File: src/rtl/cpu_fetch_pkg.sv
// rtl/cpu_fetch_pkg.sv - shared constants and queue entry type for the fetch front end
package cpu_fetch_pkg;

  // Instruction word presented to decode when nothing valid is at the head
  localparam logic [31:0] NOP_INSN = 32'h0;

  // PC loaded on reset unless the instance overrides it
  localparam logic [31:0] DEFAULT_RESET_PC = 32'd0;

  // One buffered fetch: the instruction and the address of the following one
  typedef struct packed {
    logic [31:0] insn;
    logic [31:0] pc_next;
  } fetch_entry_t;

endpackage

File: src/rtl/fetch_queue.sv
// rtl/fetch_queue.sv - DEPTH-entry circular prefetch FIFO with flush
module fetch_queue
  import cpu_fetch_pkg::*;
#(
  parameter int DEPTH = 4,
  parameter int CW    = $clog2(DEPTH + 1)
) (
  input  logic          clock,
  input  logic          reset,
  input  logic          flush,
  input  logic          wr_en,
  input  fetch_entry_t  wr_data,
  input  logic          rd_en,
  output fetch_entry_t  rd_data,
  output logic [CW-1:0] count
);

  localparam int PW = $clog2(DEPTH);
  localparam logic [PW-1:0] LAST_PTR = PW'(DEPTH - 1);
  localparam logic [CW-1:0] FULL_CNT = CW'(DEPTH);

  fetch_entry_t  mem [DEPTH];
  logic [PW-1:0] head;
  logic [PW-1:0] tail;
  logic          do_wr;
  logic          do_rd;

  // A full queue never takes a write, even if the head leaves this cycle;
  // flush overrides both directions.
  assign do_wr = wr_en && !flush && (count != FULL_CNT);
  assign do_rd = rd_en && !flush && (count != '0);

  assign rd_data = mem[head];

  // Entry storage needs no reset: count gates visibility of every slot
  always_ff @(posedge clock) begin
    if (do_wr) begin
      mem[tail] <= wr_data;
    end
  end

  // Pointer and occupancy bookkeeping, cleared by reset or flush
  always_ff @(posedge clock or posedge reset) begin
    if (reset) begin
      head  <= '0;
      tail  <= '0;
      count <= '0;
    end else if (flush) begin
      head  <= '0;
      tail  <= '0;
      count <= '0;
    end else begin
      if (do_wr) begin
        tail <= (tail == LAST_PTR) ? '0 : tail + 1'b1;
      end
      if (do_rd) begin
        head <= (head == LAST_PTR) ? '0 : head + 1'b1;
      end
      case ({do_wr, do_rd})
        2'b10:   count <= count + 1'b1;
        2'b01:   count <= count - 1'b1;
        default: count <= count;
      endcase
    end
  end

endmodule

File: src/rtl/fetch_prefetch_unit.sv
// rtl/fetch_prefetch_unit.sv - PC, imem request tracking and prefetch queue for the fetch stage
module fetch_prefetch_unit
  import cpu_fetch_pkg::*;
#(
  parameter int          DEPTH    = 4,
  parameter logic [31:0] RESET_PC = DEFAULT_RESET_PC
) (
  input  logic        clock,
  input  logic        reset,
  output logic [31:0] address_imem,
  input  logic [31:0] q_imem,
  input  logic        redirect_valid,
  input  logic [31:0] redirect_pc,
  input  logic        decode_ready,
  output logic        insn_valid,
  output logic [31:0] insn_out,
  output logic [31:0] pc_out
);

  localparam int CW = $clog2(DEPTH + 1);
  localparam logic [CW:0] DEPTH_W = (CW + 1)'(DEPTH);

  logic [31:0]   fetch_pc;
  logic          pend_valid;
  logic [31:0]   pend_pc;
  logic [CW-1:0] count;
  logic [CW:0]   committed;
  logic          issue;
  logic          enq;
  logic          deq;
  fetch_entry_t  wr_entry;
  fetch_entry_t  head_entry;

  // Only issue when the queue has room for this request plus the one in flight
  assign committed = {1'b0, count} + (CW + 1)'(pend_valid);
  assign issue     = !redirect_valid && (committed < DEPTH_W);

  // A response lands only if its request was issued and no redirect kills it
  assign enq      = pend_valid && !redirect_valid;
  assign wr_entry = '{insn: q_imem, pc_next: pend_pc + 32'd1};

  assign insn_valid = (count != '0);
  assign deq        = insn_valid && decode_ready;

  assign address_imem = fetch_pc;
  assign insn_out     = insn_valid ? head_entry.insn : NOP_INSN;
  assign pc_out       = insn_valid ? head_entry.pc_next : 32'h0;

  // PC advance and in-flight request tracking; redirect wins over issue
  always_ff @(posedge clock or posedge reset) begin
    if (reset) begin
      fetch_pc   <= RESET_PC;
      pend_valid <= 1'b0;
      pend_pc    <= 32'h0;
    end else if (redirect_valid) begin
      fetch_pc   <= redirect_pc;
      pend_valid <= 1'b0;
    end else if (issue) begin
      fetch_pc   <= fetch_pc + 32'd1;
      pend_valid <= 1'b1;
      pend_pc    <= fetch_pc;
    end else begin
      pend_valid <= 1'b0;
    end
  end

  fetch_queue #(
    .DEPTH (DEPTH),
    .CW    (CW)
  ) u_queue (
    .clock   (clock),
    .reset   (reset),
    .flush   (redirect_valid),
    .wr_en   (enq),
    .wr_data (wr_entry),
    .rd_en   (deq),
    .rd_data (head_entry),
    .count   (count)
  );

endmodule

File: config.mk
export PLATFORM = sky130hd
export DESIGN_NAME = fetch_prefetch_unit
export DESIGN_NICKNAME = d
export VERILOG_FILES = /design/src/rtl/cpu_fetch_pkg.sv /design/src/rtl/fetch_queue.sv /design/src/rtl/fetch_prefetch_unit.sv
export SDC_FILE = /design/constraint.sdc
export NUM_CORES = 1
export LEC_CHECK = 0
export BUFFER_PORTS_ARGS = -buffer_cell sky130_fd_sc_hd__buf_2
export CELL_PAD_IN_SITES_DETAIL_PLACEMENT = 1
export CELL_PAD_IN_SITES_GLOBAL_PLACEMENT = 1
export CORE_ASPECT_RATIO = 1.1
export CORE_UTILIZATION = 49
export DETAILED_ROUTE_END_ITERATION = 8
export PLACE_DENSITY = 0.79
export SLEW_MARGIN = 20
export SYNTH_ARGS = -nofsm -noshare
export SYNTH_HDL_FRONTEND = slang
export SYNTH_HIERARCHICAL = 1
export SYNTH_SLANG_ARGS = --single-unit
File: constraint.sdc
create_clock -name clock -period 3.8 [get_ports clock]
set_clock_uncertainty 0.15 [all_clocks]
set_input_delay 0.76 -clock clock [delete_from_list [all_inputs] [get_ports clock]]
set_output_delay 0.76 -clock clock [all_outputs]
set_load 0.02 [all_outputs]
==> flow_metrics.py <==
metrics = {
    "critical_path": {
        "path_class": "flip-flop to output port",
        "arrival_ps": 2550,
        "r2r_start": "u_queue/count[1]",
        "critPathLaunchType": "flip-flop",
        "rrSetupSlack_ps": 700,
        "end_kind": "output port",
        "crit_path_end": "insn_out[25]",
        "rr_worst_depth": 8,
        "crit_fanout": 30,
        "crit_start": "u_queue/head[0]",
        "required_ps": 2890,
        "r2r-end": "u_queue/count[2]",
    },
    "sta": {
        "hold_violations": 0,
        "setup_viol": 0,
        "fmax_mhz": 289,
        "hold_slack_ps": 73.7,
        "tightestPinTransition_ps": 990,
        "drv_slew": 0,
        "slew_headroom": 0.335,
        "period_minus_slack_ps": 3460,
        "setup-tns-final_ps": 0,
        "rsz0062_at_grt": "false",
        "fin_ws_ps": 343,
        "period_share": 0.910,
    },
    "synth": {
        "syn_area_per_cell_sq_um": 16.1,
        "syn_area_sq_mm": 0.0141,
        "synth_fa_ha_area_frac": 0.00763,
        "async_flop_share": 0.220,
        "synthMuxAreaShare": 0.128,
        "synth_edf_count": 256,
        "synth.distinct_cells": 58,
        "synth_compound_area_frac": 0.0352,
        "yosysWarningCount": 6,
        "synthCells": 879,
        "synth_seq_cells": 328,
        "synth_top_family_by_area": "multiplexers",
        "synth_ff_type": "edfxtp_1",
        "syn-num-nets": 955,
        "ys_seq_area_frac": 0.673,
        "synthSimpleGateAreaFrac": 0.112,
        "synth_xor_area_frac": 0.0242,
    },
    "clocking": {
        "numCtsBuffers": 34,
        "clock-sinks": 328,
        "post_cts.repair.setup_buffers": 0,
        "cts_tree": "done",
        "clk_path_buf_depth": 3,
        "clk_latency_ps": 500,
        "holdBufCountCts": 0,
        "cts-root-buf": "clkbuf_16",
        "cts_resized": 0,
        "clk_pin_slew_ps": 60,
        "htree_levels": 2,
    },
    "grt": {
        "antenna_found_initial": 1,
        "grt_util_all_layers": 0.224,
        "grt_pass1_vias": 8815,
        "grt_max_degree": 66,
        "overflow": 0,
        "grt_pass1_wl_um": 50400,
    },
    "layout": {
        "fin_nets": 1125,
        "multi_input_area_sq_mm": 0.00435,
        "final_layout_size_suffix_gt1_frac": 0.313,
        "fillers": 2652,
        "regArea_sq_mm": 0.00949,
        "syn2layout_area_growth_pct": 16.3,
        "design_area_sq_mm": 0.0164,
    },
    "detailed_routing": {
        "num_vias": 8307,
        "dr.pass1.iters": 4,
        "viasPerCell": 5.79,
        "drc": 0,
        "drt_iter0_drc": 667,
        "antenna_left": 0,
        "wl_um": 31800,
        "wl_per_cell_um": 22.2,
    },
    "die": {
        "core-area_sq_mm": 0.0280,
        "rows": 64,
        "initial_core_util": 0.503,
        "die_area_sq_mm": 0.0295,
        "die_y_um": 180,
        "fp.dieW_um": 164,
        "io_pins": 165,
    },
    "place": {
        "placed_cell_area_sq_mm": 0.0154,
        "hpwlAfterDp_um": 20500,
        "post-place-ws_ps": 659,
        "place.gp.congestion": 0.804,
        "portBuffers": 164,
    },
    "job": {
        "maxCapViolCount": 0,
    },
    "worst_hold_path": {
        "hold_class": "input pin to async pin",
    },
    "status": {
        "status": "finished clean",
    },
    "power": {
        "cellPowerDensity_mw_per_mm2": 490,
        "cellLeakagePower_nw": 5.83,
        "worst_ir_drop_vdd_mv": 0.296,
    },
}
[worst min path at each step]
stage | end | slack (ps) | cells after the start
2_1_floorplan | pend_pc[31] | 350 | 1
3_3_place_gp | pend_pc[31] | 360 | 1
3_5_place_dp | pend_pc[31] | 390 | 1
4_1_cts | u_queue/count[1] | 70 | 2
5_1_grt | u_queue/count[1] | 100 | 2
6_report | u_queue/count[1] | 70 | 2
[kinds of logic after synthesis]
logic type | Yosys count
multiplexers | 97
XOR/XNOR | 39
buffers and inverters | 59
AND/OR/NAND/NOR | 275
flip-flops | 328
adder cells (fa/ha/maj) | 8
AO/OA/AOI/OAI | 73
[where the power goes]
part	total (mW)	internal (mW)	switching [mW]
combinational	0.665	0.256	0.409
sequential	4.24	4.07	0.169
clock	3.13	1.83	1.30
total	8.04	6.16	1.88
[placed cells by master (no fill, tap or decap), drive strengths merged, types with 5 or more instances in the layout]
master / synthesis / final
edfxtp: 256 / 256
buf: 21 / 179
dfrtp: 72 / 72
and2: 70 / 70
mux4: 64 / 64
clkbuf: 24 / 48
nand2: 36 / 36
nand3: 34 / 34
nand4: 30 / 30
mux2: 29 / 29
nor2: 26 / 26
xnor2: 25 / 25
o21ai: 21 / 21
o31ai: 19 / 19
inv: 14 / 15
or4: 14 / 14
xor2: 14 / 14
nor3: 12 / 12
a31oi: 11 / 11
and3: 9 / 9
nor2b: 9 / 9
nor4: 9 / 9
ha: 7 / 7
nor3b: 6 / 6
or3: 6 / 6
and4: 5 / 5
a22oi: 5 / 5
clkinv: 0 / 5
[cell usage after synthesis (all sizes together), types with 2 or more instances]
library cell	n	area, sq um
nor3b	6	50.1
a21boi	2	15.0
and4	5	43.8
nor3	12	70.1
xor2	14	123
inv	14	52.6
and3b	2	18.8
o31ai	19	148
nand3	34	170
nor2	26	97.6
o211ai	2	15.0
xnor2	25	219
mux2i	4	40.0
nor4	9	62.6
o21ai	21	105
a21oi	4	20.0
and2	70	438
nand3b	2	15.0
clkbuf	24	111
or4	14	105
or3	6	37.5
nand2	36	135
or2	2	12.5
nand4	30	194
o311ai	3	26.3
nand2b	2	12.5
buf	21	119
mux2	29	327
a31oi	11	68.8
ha	7	87.6
a22oi	5	37.5
dfrtp	72	1800
edfxtp	256	7690
nor2b	9	56.3
and3	9	56.3
mux4	64	1440
[area by class of cell]
cell class                      instances  area share
Antenna cell                            1    0.000152
Timing Repair Buffer                  179      0.0622
Clock inverter                          9     0.00465
Multi-Input combinational cell        492       0.265
Clock buffer                           48      0.0588
Inverter                               14     0.00320
Sequential cell                       328       0.578
Tap cell                              363      0.0277
[registers in the layout, summed over array words and instances (netlist names)]
signal,cells
u_queue/tail,2
u_queue/head,2
u_queue/count,3
pend_pc,32
address_imem,32
pend_valid,1
u_queue/mem,256
[layer usage]
| metal | global-route usage | up-vias | routed length (um) | share of wire |
|---|---|---|---|---|
| met1 | 0.307 | 4218 | 13700 | 0.43 |
| met4 | 0.0578 | 0 | 569 | 0.018 |
| met3 | 0.0305 | 41 | 1680 | 0.053 |
| met5 | 0 | - | 0 | 0 |
| met2 | 0.375 | 260 | 15900 | 0.50 |
| li1 | - | 3788 | - | - |
[worst max-delay path, cell delays in order (launching register included)]
cell and delay, ps:
dfrtp_4 790, buf_4 380, mux4_2 550, and2_1 150
buf_2 150
[stage by stage]
step | instances | utilization | power, mW
global route | 1433 | 0.586 | 8.31
CTS | 1433 | 0.586 | 8.10
detailed placement | 1376 | 0.548 | 4.97
floorplan | 879 | - | 4.68
global placement | 1376 | 0.548 | 4.93
finish | 1434 | 0.586 | 8.04
(Power assumes the default switching activity.)
